<file path="src/rtl/byte_serial_add_ctrl.sv">
// byte_serial_add_ctrl
//   Adds two 8*NBYTES-bit operands one byte per cycle through an external
//   8-bit adder. The byte operands and carry go out on add_a/add_b/add_cin,
//   and the adder answers combinationally on add_sum/add_cout.
//
// Ports
//   clk, rst_n         clock, asynchronous active-low reset
//   start              request a new addition (accepted in IDLE or DONE)
//   a_in, b_in, cin    operands and carry-in, captured on acceptance
//   busy               high while an addition is in progress
//   done               one-cycle completion pulse
//   sum_out, cout_out  result and carry-out of the last completed addition
//   ovf_out            two's-complement overflow of the last completed addition
//   add_a, add_b       byte operands to the external adder (0 outside RUN)
//   add_cin            carry into the external adder (0 outside RUN)
//   add_sum, add_cout  external adder result
module byte_serial_add_ctrl #(
    parameter int NBYTES = 4
) (
    input  logic                  clk,
    input  logic                  rst_n,
    input  logic                  start,
    input  logic [8*NBYTES-1:0]   a_in,
    input  logic [8*NBYTES-1:0]   b_in,
    input  logic                  cin,
    output logic                  busy,
    output logic                  done,
    output logic [8*NBYTES-1:0]   sum_out,
    output logic                  cout_out,
    output logic                  ovf_out,
    output logic [7:0]            add_a,
    output logic [7:0]            add_b,
    output logic                  add_cin,
    input  logic [7:0]            add_sum,
    input  logic                  add_cout
);

    localparam int W    = 8 * NBYTES;
    localparam int IDXW = $clog2(NBYTES + 1);

    typedef enum logic [1:0] {IDLE, RUN, DONE} state_t;

    state_t            state;
    logic [W-1:0]      a_sh;     // remaining (not yet presented) bytes of A
    logic [W-1:0]      b_sh;     // remaining (not yet presented) bytes of B
    logic [W-1:0]      work;     // partial sums, shifted in from the top
    logic              a_msb;    // sign bits of the captured operands
    logic              b_msb;
    logic              carry;
    logic [IDXW-1:0]   idx;
    logic              last_byte;
    logic [W-1:0]      work_next;

    assign last_byte = (idx == IDXW'(NBYTES - 1));
    // After NBYTES shifts byte 0 of the result lands in work[7:0].
    assign work_next = {add_sum, work[W-1:8]};

    always_ff @(posedge clk or negedge rst_n) begin
        if (!rst_n) begin
            state    <= IDLE;
            a_sh     <= '0;
            b_sh     <= '0;
            work     <= '0;
            a_msb    <= 1'b0;
            b_msb    <= 1'b0;
            carry    <= 1'b0;
            idx      <= '0;
            busy     <= 1'b0;
            done     <= 1'b0;
            sum_out  <= '0;
            cout_out <= 1'b0;
            ovf_out  <= 1'b0;
            add_a    <= '0;
            add_b    <= '0;
            add_cin  <= 1'b0;
        end else begin
            done <= 1'b0;
            case (state)
                IDLE, DONE: begin
                    if (start) begin
                        // Byte 0 is presented directly; the shifters hold the rest.
                        state   <= RUN;
                        busy    <= 1'b1;
                        a_sh    <= a_in >> 8;
                        b_sh    <= b_in >> 8;
                        add_a   <= a_in[7:0];
                        add_b   <= b_in[7:0];
                        add_cin <= cin;
                        carry   <= cin;
                        a_msb   <= a_in[W-1];
                        b_msb   <= b_in[W-1];
                        idx     <= '0;
                        work    <= '0;
                    end else begin
                        state <= IDLE;
                    end
                end
                RUN: begin
                    work  <= work_next;
                    carry <= add_cout;
                    idx   <= idx + IDXW'(1);
                    if (last_byte) begin
                        state    <= DONE;
                        busy     <= 1'b0;
                        done     <= 1'b1;
                        sum_out  <= work_next;
                        cout_out <= add_cout;
                        ovf_out  <= (a_msb == b_msb) && (add_sum[7] != a_msb);
                        add_a    <= '0;
                        add_b    <= '0;
                        add_cin  <= 1'b0;
                    end else begin
                        add_a   <= a_sh[7:0];
                        add_b   <= b_sh[7:0];
                        add_cin <= add_cout;
                        a_sh    <= a_sh >> 8;
                        b_sh    <= b_sh >> 8;
                    end
                end
                default: state <= IDLE;
            endcase
        end
    end

endmodule

</file>
<file path="config.mk">
export PLATFORM = sky130hd
export DESIGN_NAME = byte_serial_add_ctrl
export DESIGN_NICKNAME = d
export VERILOG_FILES = /design/src/rtl/byte_serial_add_ctrl.sv
export SDC_FILE = /design/constraint.sdc
export NUM_CORES = 1
export LEC_CHECK = 0
export CAP_MARGIN = 10
export CORE_AREA = 2 2 121 123
export DETAILED_ROUTE_END_ITERATION = 12
export DIE_AREA = 0 0 123 125
export MAX_ROUTING_LAYER = met4
export PLACE_DENSITY_LB_ADDON = 0.3
export SLEW_MARGIN = 10
export SYNTH_ARGS = -nofsm -noshare
export SYNTH_HDL_FRONTEND = slang
export SYNTH_SLANG_ARGS = --single-unit
</file>
<file path="constraint.sdc">
create_clock -name clk -period 1.8 [get_ports clk]
set_clock_uncertainty 0.05 [all_clocks]
set_input_delay 0.27 -clock clk [delete_from_list [all_inputs] [get_ports clk]]
set_output_delay 0.27 -clock clk [all_outputs]
set_load 0.05 [all_outputs]
</file>
# ---- Word level (Yosys, flattened, before mapping)
# Index checks and enable logic that the tools add are counted.
dict set report totals {
  mem_bits_ro 0
  inputBits 77
  latch_bits 0
  word_cells 60
  ram_bits 0
  output_inout_bits 53
  mem_count 0
  register_bits 156
}
dict set report classes {
  n_div 0
  n_mux 27
  n_bitwise 0
  n_eq_ne 8
  add_sub_neg 1
  mul 0
  n_shift 0
  order_cmp 0
  n_reduce_logical 9
}
# operator count
set op_table {}
lappend op_table {{$pmux 32 s2} 3}
lappend op_table {{$mux 32} 5}
lappend op_table {{$mux 8} 4}
lappend op_table {{$pmux 8 s2} 2}
lappend op_table {{$mux 1} 7}
lappend op_table {{$ne 2x2->1 const B} 3}
lappend op_table {{$pmux 3 s2} 1}
lappend op_table {{$reduce_and 2->1} 3}
lappend op_table {{$reduce_and 3->1} 2}
lappend op_table {{$pmux 1 s2} 2}
lappend op_table {{$pmux 2 s2} 1}
lappend op_table {{$add 3x1->3 const B} 1}
lappend op_table {{$eq 3x2->1 const B} 1}
lappend op_table {{$mux 3} 1}
lappend op_table {{$eq 2x1->1 const B} 1}
lappend op_table {{$eq 2x2->1 const B} 1}
lappend op_table {{$logic_not 2->1} 1}
lappend op_table {{$mux 2} 1}
lappend op_table {{$reduce_bool 2->1} 1}
lappend op_table {{$reduce_or 2->1} 1}
lappend op_table {{$eq 1x1->1} 1}
lappend op_table {{$logic_and 1x1->1} 1}
lappend op_table {{$ne 1x1->1} 1}

# ---- Depth between registers and ports, before layout
# Gate-level depths: netlist of the first run.
dict set report depth {
  word_depth 4
  mapped_depth 7
}

# ---- Worst setup path after synthesis of the first run
# Ideal clock, no wire load.
dict set report synth_timing {
  path_type {register to register}
  startpoint {register idx[0]}
  endpoint {register a_sh[10]}
  arrival_ns 1.588
  path_stages_with_launch 8
  setup_slack_ns 0.036
  setup_time_ns 0.125
  path_cell_list {dfrtp_1 -> ha_1 -> ha_1 -> inv_2 -> a21oi_4 -> inv_2 -> buf_6 -> mux2_4}
}
dict set report synth_between {
  elab_chain_len 3
}
# element line_no
set synth_rtl {}
lappend synth_rtl {{start, declared} 50} ;# logic [IDXW-1:0] idx;
lappend synth_rtl {{start signal, assigned} 101} ;# idx <= idx + IDXW'(1);
lappend synth_rtl {{$eq 3x2->1} 54} ;# assign last_byte = (idx == IDXW'(NBYTES - 1));
lappend synth_rtl {{$ne 2x2->1 (no source line)} -}
lappend synth_rtl {{$reduce_and 3->1 (no source line)} -}
lappend synth_rtl {{end signal, assigned} 84} ;# a_sh <= a_in >> 8;
lappend synth_rtl {{end signal, assigned} 116} ;# a_sh <= a_sh >> 8;
lappend synth_rtl {{end, declared} 44} ;# logic [W-1:0] a_sh;
# Every way passes these cells.
# A chain may end at the register's enable or synchronous reset.

# ---- Worst setup path in the final report of the first run
dict set report layout_timing {
  startpoint {register idx[0]}
  endpoint {register b_sh[9]}
}
dict set report layout_between {
  elab_chain_len 3
}
# element line_no
set layout_rtl {}
lappend layout_rtl {{$eq 3x2->1} 54}
lappend layout_rtl {{$ne 2x2->1 (no source line)} -}
lappend layout_rtl {{$reduce_and 3->1 (no source line)} -}
lappend layout_rtl {{end signal, assigned} 85} ;# b_sh <= b_in >> 8;
lappend layout_rtl {{end signal, assigned} 117} ;# b_sh <= b_sh >> 8;
lappend layout_rtl {{end, declared} 45} ;# logic [W-1:0] b_sh;
# Every way passes these cells.

==> results of run 1 <==
-- layout make-up --
type	instances	area, um2
Clock buffer	23	478
Clock inverter	9	174
Timing Repair Buffer	151	1440
Inverter	5	23.8
Tap cell	184	230
Multi-Input combinational cell	233	2070
Sequential cell	132	3300
Fill cell	1239	6490
-- logic make-up (layout without fill, tap and decap cells) --
| group | Yosys count | count (layout) |
|---|---|---|
| DFF | 132 | 132 |
| muxes | 97 | 97 |
| AOI/OAI and AO/OA | 80 | 80 |
| and+or+nand+nor | 53 | 53 |
| buffers and inverters | 32 | 188 |
| adders and majority gates | 3 | 3 |
-- registers in the layout (all words and copies together), names as in the netlist --
name,count
a_msb,1
a_sh,24
add_a,8
add_b,8
add_cin,1
b_msb,1
b_sh,24
busy,1
cout_out,1
done,1
idx,3
ovf_out,1
state,2
sum_out,32
work,24
-- worst register-to-register path, cell delays in order (launching register included) --
cell                        delay (ns)
sky130_fd_sc_hd__dfrtp_1          0.36
sky130_fd_sc_hd__ha_2             0.19
sky130_fd_sc_hd__ha_1             0.16
sky130_fd_sc_hd__inv_2            0.06
sky130_fd_sc_hd__a21oi_4          0.17
sky130_fd_sc_hd__clkinv_4         0.13
sky130_fd_sc_hd__clkbuf_16        0.19
sky130_fd_sc_hd__mux2_4           0.29
-- cell usage in the layout, fill, tap and decap left out, types with 2 or more instances in the layout --
| cell type | instances |
|---|---|
| sky130_fd_sc_hd__nand2_1 | 43 |
| sky130_fd_sc_hd__a21oi_1 | 18 |
| sky130_fd_sc_hd__mux2_4 | 28 |
| sky130_fd_sc_hd__clkinv_2 | 3 |
| sky130_fd_sc_hd__dfrtp_1 | 132 |
| sky130_fd_sc_hd__a22o_1 | 40 |
| sky130_fd_sc_hd__nor2_1 | 2 |
| sky130_fd_sc_hd__clkinv_4 | 2 |
| sky130_fd_sc_hd__a31oi_1 | 17 |
| sky130_fd_sc_hd__clkbuf_8 | 3 |
| sky130_fd_sc_hd__bufinv_16 | 5 |
| sky130_fd_sc_hd__clkbuf_1 | 3 |
| sky130_fd_sc_hd__dlygate4sd2_1 | 12 |
| sky130_fd_sc_hd__buf_12 | 5 |
| sky130_fd_sc_hd__nor2b_4 | 2 |
| sky130_fd_sc_hd__o21ai_0 | 3 |
| sky130_fd_sc_hd__clkbuf_16 | 19 |
| sky130_fd_sc_hd__mux2_2 | 69 |
| sky130_fd_sc_hd__buf_4 | 55 |
| sky130_fd_sc_hd__nand2b_1 | 2 |
| sky130_fd_sc_hd__clkdlybuf4s50_1 | 75 |
| sky130_fd_sc_hd__inv_1 | 3 |
| sky130_fd_sc_hd__ha_1 | 2 |
-- how the worst max path moves through the flow --
stage | cells past startpoint | to | slack [ns] | start
after floorplan | 7 | a_sh[10] | 0.04 | idx[0]
after global placement | 4 | work[21] | -0.19 | start
after detailed placement | 4 | work[29] | -0.25 | start
after CTS | 7 | a_sh[3] | 0.03 | idx[0]
after global routing | 7 | b_sh[9] | 0.02 | idx[1]
final | 7 | b_sh[9] | 0.09 | idx[0]
-- routing by layer --
metal / share of wire (%) / GRT usage [%] / wire [um]
met1: 47 / 22.8 / 5620
met2: 46 / 23.7 / 5480
met3: 5.6 / 4.61 / 668
met4: 0.93 / 5.61 / 111
met5: 0 / - / 0
-- power by group through the flow --
stage / Sequential, mW / Clock, mW / Combinational, mW
after CTS: 5.19 / 3.85 / 7.96
final: 5.18 / 3.77 / 8.10
after global routing: 5.35 / 3.98 / 8.62
after detailed placement: 5.23 / 0 / 8.00
after global placement: 5.17 / 0 / 7.86
after floorplan: 6.96 / 0 / 4.03
-- through the flow --
step           hold slack [ns]  cells  total power, mW
3_3_place_gp             0.165    701             13.0
5_1_grt                  0.347    737             18.0
4_1_cts                  0.305    734             17.0
6_report                 0.312    737             17.1
2_1_floorplan          -0.0756    397             11.0
3_5_place_dp             0.171    701             13.2
-- timing repair --
item / 4_1_cts / 5_1_grt
gates resized for setup: 12 / 4
gates cloned: 0 / 2
hold buffers: 1 / 0
setup buffers: 0 / 1
endpoints found under the setup margin: 12 / 57
endpoints found under the hold margin: 42 / 0
==> impl_summary.md, run 1 <==
Setup path
The dominant delay contributor by cell family on the critical path is buffers and inverters. The worst setup path is launched from a flop. The critical path in this run is classified as flop to flop. The setup slack of the worst register-to-register path is roughly 0.093 ns. Traced cell by cell, the critical path runs through ha_2 > ha_1 > inv_2 > a21oi_4 > clkinv_4 > clkbuf_16 > mux2_4.

In this run the critical register-to-register path is captured at b_sh[9]. The arrival time of data at the critical path endpoint is 1.95 ns. Counting cells, the worst reg-to-reg path comes to 7. The top fanout value on the critical path is 8. The kind of end point of the critical path is a flop. The startpoint identified for the worst register-to-register timing path is idx[0]. The required arrival time at the worst endpoint is 2.04 ns. On the worst path, the slowest cell contributes a delay of approximately 0.36 ns. The standard cell with the maximum stage delay on the critical path is sky130_fd_sc_hd__dfrtp_1. Together, buffers and inverters on the worst path number 3.

Placement
The worst slack at placement is -0.252 ns. The global placer's final weighted congestion is 0.746. Detailed placement ended at an HPWL of 8.25 mm. Buffers placed on the I/O ports in this run total between 100 and 150.

The placed instance area is 7000 um2.

Logic synthesis
Synthesis produced a netlist whose cell count is between 300 and 400. After synthesis, the largest area contributor takes up 59.7% of total cell area. After synthesis, the share of flip-flops with an asynchronous set or reset is 100%. Counting instances in the post-synthesis netlist gives the leading cell types as sky130_fd_sc_hd__dfrtp_1 (132), sky130_fd_sc_hd__mux2_2 (69), sky130_fd_sc_hd__nand2_1 (43). Yosys instantiated no cell more often than sky130_fd_sc_hd__dfrtp_1.

The total standard cell area after synthesis is about 5500 um2. Of the total synthesized cell area, the portion taken by full adders, half adders and majority gates is 0.678%. The simple-gate portion of the synthesized area is under 10%. Summed over all instances, the cell type with the most area after synthesis is sky130_fd_sc_hd__dfrtp_1.

By area the synthesized netlist is led by sky130_fd_sc_hd__dfrtp_1 (60%), sky130_fd_sc_hd__mux2_2 (14%), sky130_fd_sc_hd__mux2_4 (7.6%), sky130_fd_sc_hd__a22o_1 (6.3%), sky130_fd_sc_hd__nand2_1 (2.9%). Counting flops and latches in the post-synthesis netlist gives 132. The mean post-synth cell area is between 10 and 15 um2. The post-synthesis net count is roughly 480. The proportion of synthesized area in mux cells is 21.6%. Counting distinct cell types in the post-synthesis netlist gives 25. The number of enable flip-flop cells after synthesis is 0. After Yosys synthesis, XOR and XNOR cells account for 0% of the synthesized area. The Yosys step of the flow raised 0 warnings.

The top flip-flop cell by instance count after synthesis is sky130_fd_sc_hd__dfrtp_1. After synthesis, the largest family of logic cells by area is multiplexers. The compound-gate portion of the synthesized area is 10.6%. The portion of the post-synthesis area used by sequential elements is 59.7%.

Drt
The number of vias per cell after detailed routing is between 5 and 6. The total detailed-routing wirelength is around 12 mm. The routed via count is between 3,000 and 4,000. In the final routed layout, each cell accounts on average for between 15 and 20 um. The detailed-route DRC error count is 0. The count of nets left with antenna violations after detail routing is 0. In this run, the number of DRC markers left after iteration 0 of detailed routing was a little under 200.

The first detailed-routing pass ran for 4 iterations.

Power and ir drop
The peak supply drop is 0.883 mV. The share of total power dissipated in the clock network is between 20% and 30%. The internal portion of the total power is between 10 and 15 mW.

The power dissipated by switching net loads is 6.40 mW. Of the total power, the share spent switching nets is between 30% and 40%. The power per standard cell area is roughly 2200 nW/um2.

The combinational group share of total power is roughly 48%. The share of total power dissipated in sequential elements is a little under a third. For this design the static power due to leakage is approximately 3.6 nW.

Global route
The number of global-route vias before repair is about 3,700. The first-pass GRT wire length is 19.3 mm. The number of antenna violations at the first check in global routing came to 0. The all-layer global routing usage is ~17%. For this run the aggregate overflow at the end of global routing stands at 0. The maximum number of pins on one net before global-route repair is 52.

Floorplanning
The initialized floorplan defines 44 standard-cell rows. Measured along the y axis, the die boundary spans 125 um. The initial utilization of the core area, before any placement, comes to between 30% and 40%. The number of ports placed on the die boundary is 130.

The die covers roughly 15,000 um2. The die span in x is roughly 120 um. The floorplan core area is approximately 14,000 um2.

STA
The max-slew violation total from the final report was 0. Setup violations remaining at the end of the flow were counted as 0. The final hold violation count is 0. For the pin with the worst max-slew slack, the measured transition is 0.576 ns.

Adding up every negative setup slack in the final design gives 0 ns. After layout, the minimum clock period comes to ~1.7 ns. The worst slew margin relative to its limit is ~60%.

The peak clock frequency supported by timing is between 0.5 and 0.6 GHz. The final cycle utilization of the critical path is between 90 and 100%. The least setup slack across all paths after layout is ~0.093 ns. Setup repair after global routing left no endpoint under its margin.

Clocking
No sink is reached through more buffers than the 2 on the longest clock path. After clock tree synthesis, the clock-pin slew on the worst setup and hold paths is roughly 0.050 ns. The clock insertion delay at the later pin of the skew report is 0.41 ns. The H-tree level count is 4. Clock tree synthesis selected as its root buffer the cell sky130_fd_sc_hd__clkbuf_16.

The number of sinks driven by the clock tree is roughly 130. The number of buffers inserted during clock tree synthesis is 17. The CTS tree is yes.

Cells and area
The final core utilization is a little over half. The number of antenna repair diodes is 0. At the end of the flow, the number of nets in the layout was 620. The finished cells cover approximately 7700 um2. The proportion of layout cells with a drive suffix above 1 is 35.4%.

The area growth from synthesis to layout is 39.4%.

Outcome
The run finished with clean final reports.

Job
Max-cap violations in this run came to 0.

Min path
The worst hold path class is input pin to async pin.
No activity file was read; power rests on OpenSTA's default activity.
==> run 2, diff against run 1 <==
Settings changed: RECOVER_POWER from default to 25.
==> impl_summary.md, run 2 (same netlist as run 1, synthesis figures left out) <==
Outcome
Outcome: complete, no violations (unchanged).

Floorplanning
The floorplan core area was 14,200 um2 (unchanged). The number of ports placed on the die boundary is 130 (unchanged). The site row count is 44 (unchanged).

The effective utilization at floorplan was 39.0% (unchanged). The area of the die is 15,400 um2 (unchanged). The floorplan die height was 125 um (unchanged). The die span in x is 123 um (unchanged).

Setup path
The buffers plus inverters on the worst setup path came to 3 (unchanged). The setup slack of the worst register-to-register path is 0.09 ns (about the same). The longest individual stage delay on the worst path is 0.36 ns (about the same). The type of the setup path with the least slack is flop to flop (unchanged).

The path length in cells of the critical path is 7 (unchanged). Worst-path cell chain: ha_2 > ha_1 > inv_2 > a21oi_4 > clkinv_4 > clkbuf_16 > mux2_4 (unchanged). The required arrival time at the worst endpoint came to 2.04 ns (about the same).

The startpoint of the worst-slack reg-to-reg timing path is idx[0] (unchanged). The launching instance or port of the critical path is idx[0] (unchanged). The reg-to-reg critical path endpoint is b_sh[9] (unchanged).

The kind of end point of the critical path is a flop (unchanged). The arrival time of data at the critical path endpoint is 1.95 ns (about the same). The logic depth of the worst register-to-register path was 7 (unchanged). The critical path launch point type is a flop (unchanged).

The top fanout value on the critical path is 8 (unchanged). The end point of the critical path is b_sh[9] (unchanged). The dominant delay contributor by cell family on the critical path was buffers and inverters (unchanged). The standard cell with the maximum stage delay on the critical path is sky130_fd_sc_hd__dfrtp_1 (unchanged).

Clocking
The H-tree level count is 4 (unchanged). The clock insertion delay at the later pin of the skew report is 0.41 ns (about the same). The clock slew at the register clock pins of the worst setup and hold paths is 0.05 ns (about the same). The number of buffers on the longest clock path was 2 (unchanged).

The number of sinks driven by the clock tree is 132 (unchanged). The number of buffers inserted during clock tree synthesis was 17 (unchanged). The root buffer cell is sky130_fd_sc_hd__clkbuf_16 (unchanged). The CTS tree is yes (unchanged).

Drt
The number of vias per cell after detailed routing is 5.06 (about the same). The routed via count is 3,728 (was 3,730). The sum of met3 wire segment lengths after detailed routing came to 690 um (was 668 um). The wire length on met1 is 5.60 mm (was 5.62 mm). The highest routed metal layer is met4 (unchanged). The average detailed-routed wire length per instance is 16.1 um (about the same). The detailed-route DRC error count is 0 (unchanged). The met2 wire length is 5.49 mm (was 5.48 mm). The initial DRC count is 194 (unchanged).

The length of the first detailed-routing pass in iterations was 4 (unchanged). The count of nets left with antenna violations after detail routing came to 0 (unchanged). The total detailed-routing wirelength is 11.9 mm (about the same).

Global route
The total congestion overflow after global routing is 0 (unchanged). The maximum number of pins on one net before global-route repair came to 52 (unchanged). The all-layer global routing usage was 16.6% (unchanged). The first-pass GRT wire length is 19.3 mm (unchanged). The number of global-route vias before repair is 3,710 (unchanged).

The number of antenna violations at the first check in global routing is 0 (unchanged).

Power and ir drop
The power per standard cell area is 2210 nW/um2 (about the same). The peak supply drop is 0.884 mV (was 0.883 mV). The total power consumption of the routed design is 17.0 mW (was 17.1 mW). The leakage power of the design is 3.63 nW (about the same).

Cells and area
The number of flip-flops in the largest register is 32 (unchanged). The commonest non-fill, non-tap cell in the layout is sky130_fd_sc_hd__dfrtp_1 (unchanged). The number of antenna repair diodes was 0 (unchanged). The register containing the most flip-flops in the final layout is sum_out (unchanged). The area growth from synthesis to layout is 39.2% (was 39.4%). The final net count came to 620 (unchanged). The final core utilization is 54.2% (was 54.3%). The proportion of layout cells with a drive suffix above 1 is 35.4% (unchanged). The final instance area is 7700 um2 (was 7710 um2). Most used cells in the layout excluding fill and tap cells: sky130_fd_sc_hd__dfrtp_1 (132), sky130_fd_sc_hd__clkdlybuf4s50_1 (75), sky130_fd_sc_hd__mux2_2 (69), sky130_fd_sc_hd__buf_4 (55), sky130_fd_sc_hd__nand2_1 (43) (unchanged).

STA
The shortest clock period the worst path allows after layout was 1.71 ns (unchanged). The final cycle utilization of the critical path is 94.8% (unchanged). RSZ-0062 raised after global routing: no (unchanged).

The worst slew margin relative to its limit is 23.9% (was 61.5%). The slew at the pin closest to its max-slew limit is 1.14 ns (was 0.576 ns). The peak clock frequency supported by timing is 0.586 GHz (unchanged). The max-slew violation total from the final report is 0 (unchanged). The final hold violation count is 0 (unchanged). The number of setup violations in the final report is 0 (unchanged).

Min path
The worst hold path class is input pin to flop (was input pin to async pin).

Placement
The half-perimeter wire length of the detailed placement result was 8.25 mm (unchanged). The total of buffers placed on input and output ports is 129 (unchanged). The placed instance area is 7000 um2 (unchanged). The global placer's final weighted congestion is 0.746 (unchanged).

Job
The number of max-capacitance violations reported is 0 (unchanged).
[run 2: layout make-up]
| class | count | area (um2) |
|---|---|---|
| Sequential cell | 132 | 3300 |
| Clock buffer | 23 | 478 |
| Fill cell | 1238 | 6500 |
| Tap cell | 184 | 230 |
| Inverter | 5 | 23.8 |
| Timing Repair Buffer | 151 | 1430 |
| Multi-Input combinational cell | 233 | 2070 |
| Clock inverter | 9 | 174 |
[run 2: routing by layer]
layer	up-vias	track usage, %
met5	-	-
met4	0	5.61
met3	9	4.61
met2	123	23.7
met1	1870	22.8
li1	1726	-
[run 2: worst register-to-register path, cell delays in order, from the launching register on]
cell	delay, ns
sky130_fd_sc_hd__dfrtp_1	0.36
sky130_fd_sc_hd__ha_2	0.19
sky130_fd_sc_hd__ha_1	0.16
sky130_fd_sc_hd__inv_2	0.06
sky130_fd_sc_hd__a21oi_4	0.17
sky130_fd_sc_hd__clkinv_4	0.13
sky130_fd_sc_hd__clkbuf_16	0.19
sky130_fd_sc_hd__mux2_4	0.29
[run 2: power breakdown]
part	internal (mW)	switching [mW]
registers	4.37	0.816
logic	3.72	4.38
clock network	2.56	1.20
[run 2: worst min path at each step]
stage          cells past startpoint     from         end  slack [ns]
5_1_grt                            3  b_in[5]    add_b[5]        0.37
3_3_place_gp                       1    rst_n  sum_out[1]        0.17
4_1_cts                            2    rst_n  sum_out[0]        0.30
6_report                           3      cin     add_cin        0.38
2_1_floorplan                      0    rst_n       a_msb       -0.08
3_5_place_dp                       1    rst_n  sum_out[1]        0.17
[run 2: what timing repair did]
action / CTS / global route
hold endpoints to repair: 42 / 0
cloned: 0 / 2
hold buffers: 1 / 0
setup endpoints to repair: 12 / 57
resized for setup: 12 / 4
setup buffers: 0 / 1
[run 2: stage by stage]
stage / setup WS, ns / setup TNS (ns) / hold WS [ns] / std cells
2_1_floorplan: 0.0365 / 0 / -0.0756 / 397
3_3_place_gp: -0.189 / -5.57 / 0.165 / 701
3_5_place_dp: -0.252 / -8.57 / 0.171 / 701
4_1_cts: 0.0294 / 0 / 0.305 / 734
5_1_grt: 0.0186 / 0 / 0.374 / 737
6_report: 0.0933 / 0 / 0.379 / 737
==> run 3, diff against run 2 <==
Clock period 1.8 ns to 1.5 ns, I/O delays scaled along.
==> impl_summary.md, run 3 (same netlist as run 1, synthesis figures left out) <==
Cells and area
The commonest non-fill, non-tap cell in the layout is sky130_fd_sc_hd__dfrtp_1 (unchanged). The final instance area is 8770 um2 (was 7700 um2). The number of antenna repair diodes came to 0 (unchanged). The number of flip-flops in the largest register is 32 (unchanged). Most used cells in the layout excluding fill and tap cells: sky130_fd_sc_hd__dfrtp_1 (132), sky130_fd_sc_hd__clkdlybuf4s50_1 (75), sky130_fd_sc_hd__mux2_4 (69), sky130_fd_sc_hd__buf_12 (61), sky130_fd_sc_hd__nand2_1 (41) (was sky130_fd_sc_hd__dfrtp_1 (132), sky130_fd_sc_hd__clkdlybuf4s50_1 (75), sky130_fd_sc_hd__mux2_2 (69), sky130_fd_sc_hd__buf_4 (55), sky130_fd_sc_hd__nand2_1 (43)). The final core utilization is 61.7% (was 54.2%). The final-layout fill cell count is 1,075 (was 1,238). The count of placed standard cells in the final layout, fillers left out is 751 (was 737). The area of the multi-input gates was 2260 um2 (was 2070 um2). The total area of sequential cells is 3300 um2 (unchanged). The register containing the most flip-flops in the final layout is sum_out (unchanged).

The proportion of layout cells with a drive suffix above 1 is 40.7% (was 35.4%). The final net count was 635 (was 620). The area growth from synthesis to layout is 58.4% (was 39.2%).

Drt
The total detailed-routing wirelength is 13.3 mm (was 11.9 mm). The length of the first detailed-routing pass in iterations is 4 (unchanged). The number of vias per cell after detailed routing was 5.07 (was 5.06).

The count of nets left with antenna violations after detail routing is 0 (unchanged). The initial DRC count is 184 (was 194). The routed via count is 3,811 (was 3,728). The detailed-route DRC error count is 0 (unchanged). The average detailed-routed wire length per instance is 17.8 um (was 16.1 um).

Setup path
The logic depth of the worst register-to-register path was 6 (was 7). The reg-to-reg critical path endpoint was sum_out[16] (was b_sh[9]). The kind of end point of the critical path is a flop (unchanged).

The launching instance or port of the critical path is idx[1] (was idx[0]). The top fanout value on the critical path came to 8 (unchanged). The critical path launch point type was a flop (unchanged). The type of the setup path with the least slack was flop to flop (unchanged). The arrival time of data at the critical path endpoint is 1.94 ns (was 1.95 ns). The required arrival time at the worst endpoint is 1.75 ns (was 2.04 ns). The startpoint of the worst-slack reg-to-reg timing path is idx[1] (was idx[0]).

The setup slack of the worst register-to-register path is -0.19 ns (was 0.09 ns).

STA
The final hold slack is 0.276 ns (was 0.379 ns). The shortest clock period the worst path allows after layout is 1.69 ns (was 1.71 ns). The max-slew violation total from the final report is 0 (unchanged). The final hold violation count is 0 (unchanged). The final cycle utilization of the critical path was 113% (was 94.8%). The least setup slack across all paths after layout was -0.190 ns (was 0.0933 ns). The peak clock frequency supported by timing is 0.592 GHz (was 0.586 GHz). The worst slew margin relative to its limit was 61.3% (was 23.9%). The number of setup violations in the final report is 72 (was 0). The slew at the pin closest to its max-slew limit is 0.580 ns (was 1.14 ns).

RSZ-0062 raised after global routing: yes (was no).

Placement
The total placed cells including tap cells is 705 (was 701). The half-perimeter wire length of the detailed placement result is 8.49 mm (was 8.25 mm). The worst slack at placement is -0.507 ns (was -0.252 ns). The total of buffers placed on input and output ports is 129 (unchanged). The global placer's final weighted congestion came to 0.749 (was 0.746). The placed instance area is 7770 um2 (was 7000 um2).

Floorplanning
The die span in x is 123 um (unchanged). The site row count is 44 (unchanged). The effective utilization at floorplan is 39.0% (unchanged). The number of ports placed on the die boundary is 130 (unchanged). The floorplan core area is 14,200 um2 (unchanged).

The floorplan die height is 125 um (unchanged). The area of the die came to 15,400 um2 (unchanged).

Global route
The number of antenna violations at the first check in global routing was 0 (unchanged). The maximum number of pins on one net before global-route repair was 49 (was 52). The number of global-route vias before repair is 3,974 (was 3,710). The all-layer global routing usage came to 18.3% (was 16.6%). The total congestion overflow after global routing came to 0 (unchanged). The global routing met3 resource utilization is 5.34% (was 4.61%). The global-route track usage on met1 is 23.9% (was 22.8%). The first-pass GRT wire length is 21.0 mm (was 19.3 mm).

The fraction of met2 tracks used by global routing is 27.3% (was 23.7%). The most used routing layer in global routing is met2 (unchanged).

Clocking
The clock insertion delay at the later pin of the skew report was 0.42 ns (was 0.41 ns). The number of buffers on the longest clock path came to 2 (unchanged). The clock slew at the register clock pins of the worst setup and hold paths is 0.06 ns (was 0.05 ns). The H-tree level count came to 4 (unchanged). The number of buffers inserted during clock tree synthesis is 17 (unchanged).

The root buffer cell is sky130_fd_sc_hd__clkbuf_16 (unchanged). The CTS tree is yes (unchanged). The number of sinks driven by the clock tree is 132 (unchanged).

Outcome
The final reports fail on negative setup slack. Outcome: complete, but fails checks (was complete, no violations).

Min path
The worst hold path class is input pin to async pin (was input pin to flop).

Power and ir drop
The peak supply drop is 1.15 mV (was 0.884 mV). The leakage power of the design is 4.12 nW (was 3.63 nW). The power per standard cell area is 2660 nW/um2 (was 2210 nW/um2).

Job
The number of max-capacitance violations reported is 0 (unchanged).
-- run 3: cell count changes in the layout (fill, tap and decap cells not counted), sizes merged --
cell,change
clkinv,-2
bufinv,-3
inv,+3
clkbuf,+1
clkinvlp,+4
buf,+23
dlygate4sd2,-12
-- run 3: report_power, final --
part | switching, mW | internal, mW
logic | 5.57 | 7.01
registers | 1.45 | 5.24
clock network | 1.55 | 2.53
-- run 3: cell type report --
type | instances | share of cell area, %
repair buffers | 166 | 27.0
clock inverters | 11 | 1.44
clock buffers | 20 | 5.21
inverters | 5 | 0.271
well taps | 184 | 2.63
multi-input cells | 233 | 25.8
flip-flops and latches | 132 | 37.7
-- run 3: routing by layer --
layer  wire (um)  vias up
met2        6540      147
met4         171        0
met3         694       14
met5           0        -
met1        5920     1896
li1            -     1754
-- run 3: worst max-delay path by stage --
stage	to	slack, ns	cells past startpoint
after detailed placement	work[30]	-0.51	4
after global routing	a_sh[5]	-0.24	7
final	sum_out[16]	-0.19	6
after CTS	a_sh[2]	-0.17	7
after floorplan	a_sh[10]	-0.15	7
after global placement	work[8]	-0.44	4
-- run 3: worst max-delay path, stage by stage, from the launching register on --
cell and delay, ns:
sky130_fd_sc_hd__dfrtp_1 0.40, sky130_fd_sc_hd__ha_4 0.19, sky130_fd_sc_hd__ha_4 0.15, sky130_fd_sc_hd__nand3b_1 0.13
sky130_fd_sc_hd__buf_6 0.16, sky130_fd_sc_hd__clkbuf_16 0.18, sky130_fd_sc_hd__mux2_4 0.30
-- run 3: repair_timing --
item / 4_1_cts / 5_1_grt
hold buffers: 1 / 0
setup endpoints to repair: 113 / 127
setup buffers: 5 / 4
cloned: 1 / 6
hold endpoints to repair: 132 / 0
pin swaps: 2 / 15
gates resized for setup: 17 / 33
-- run 3: through the flow --
stage               power, mW  setup TNS (ns)
floorplan                13.6           -6.57
global placement         18.0          -37.44
detailed placement       18.2          -41.31
CTS                      22.8           -9.78
global route             24.6          -16.05
finish                   23.3          -10.21
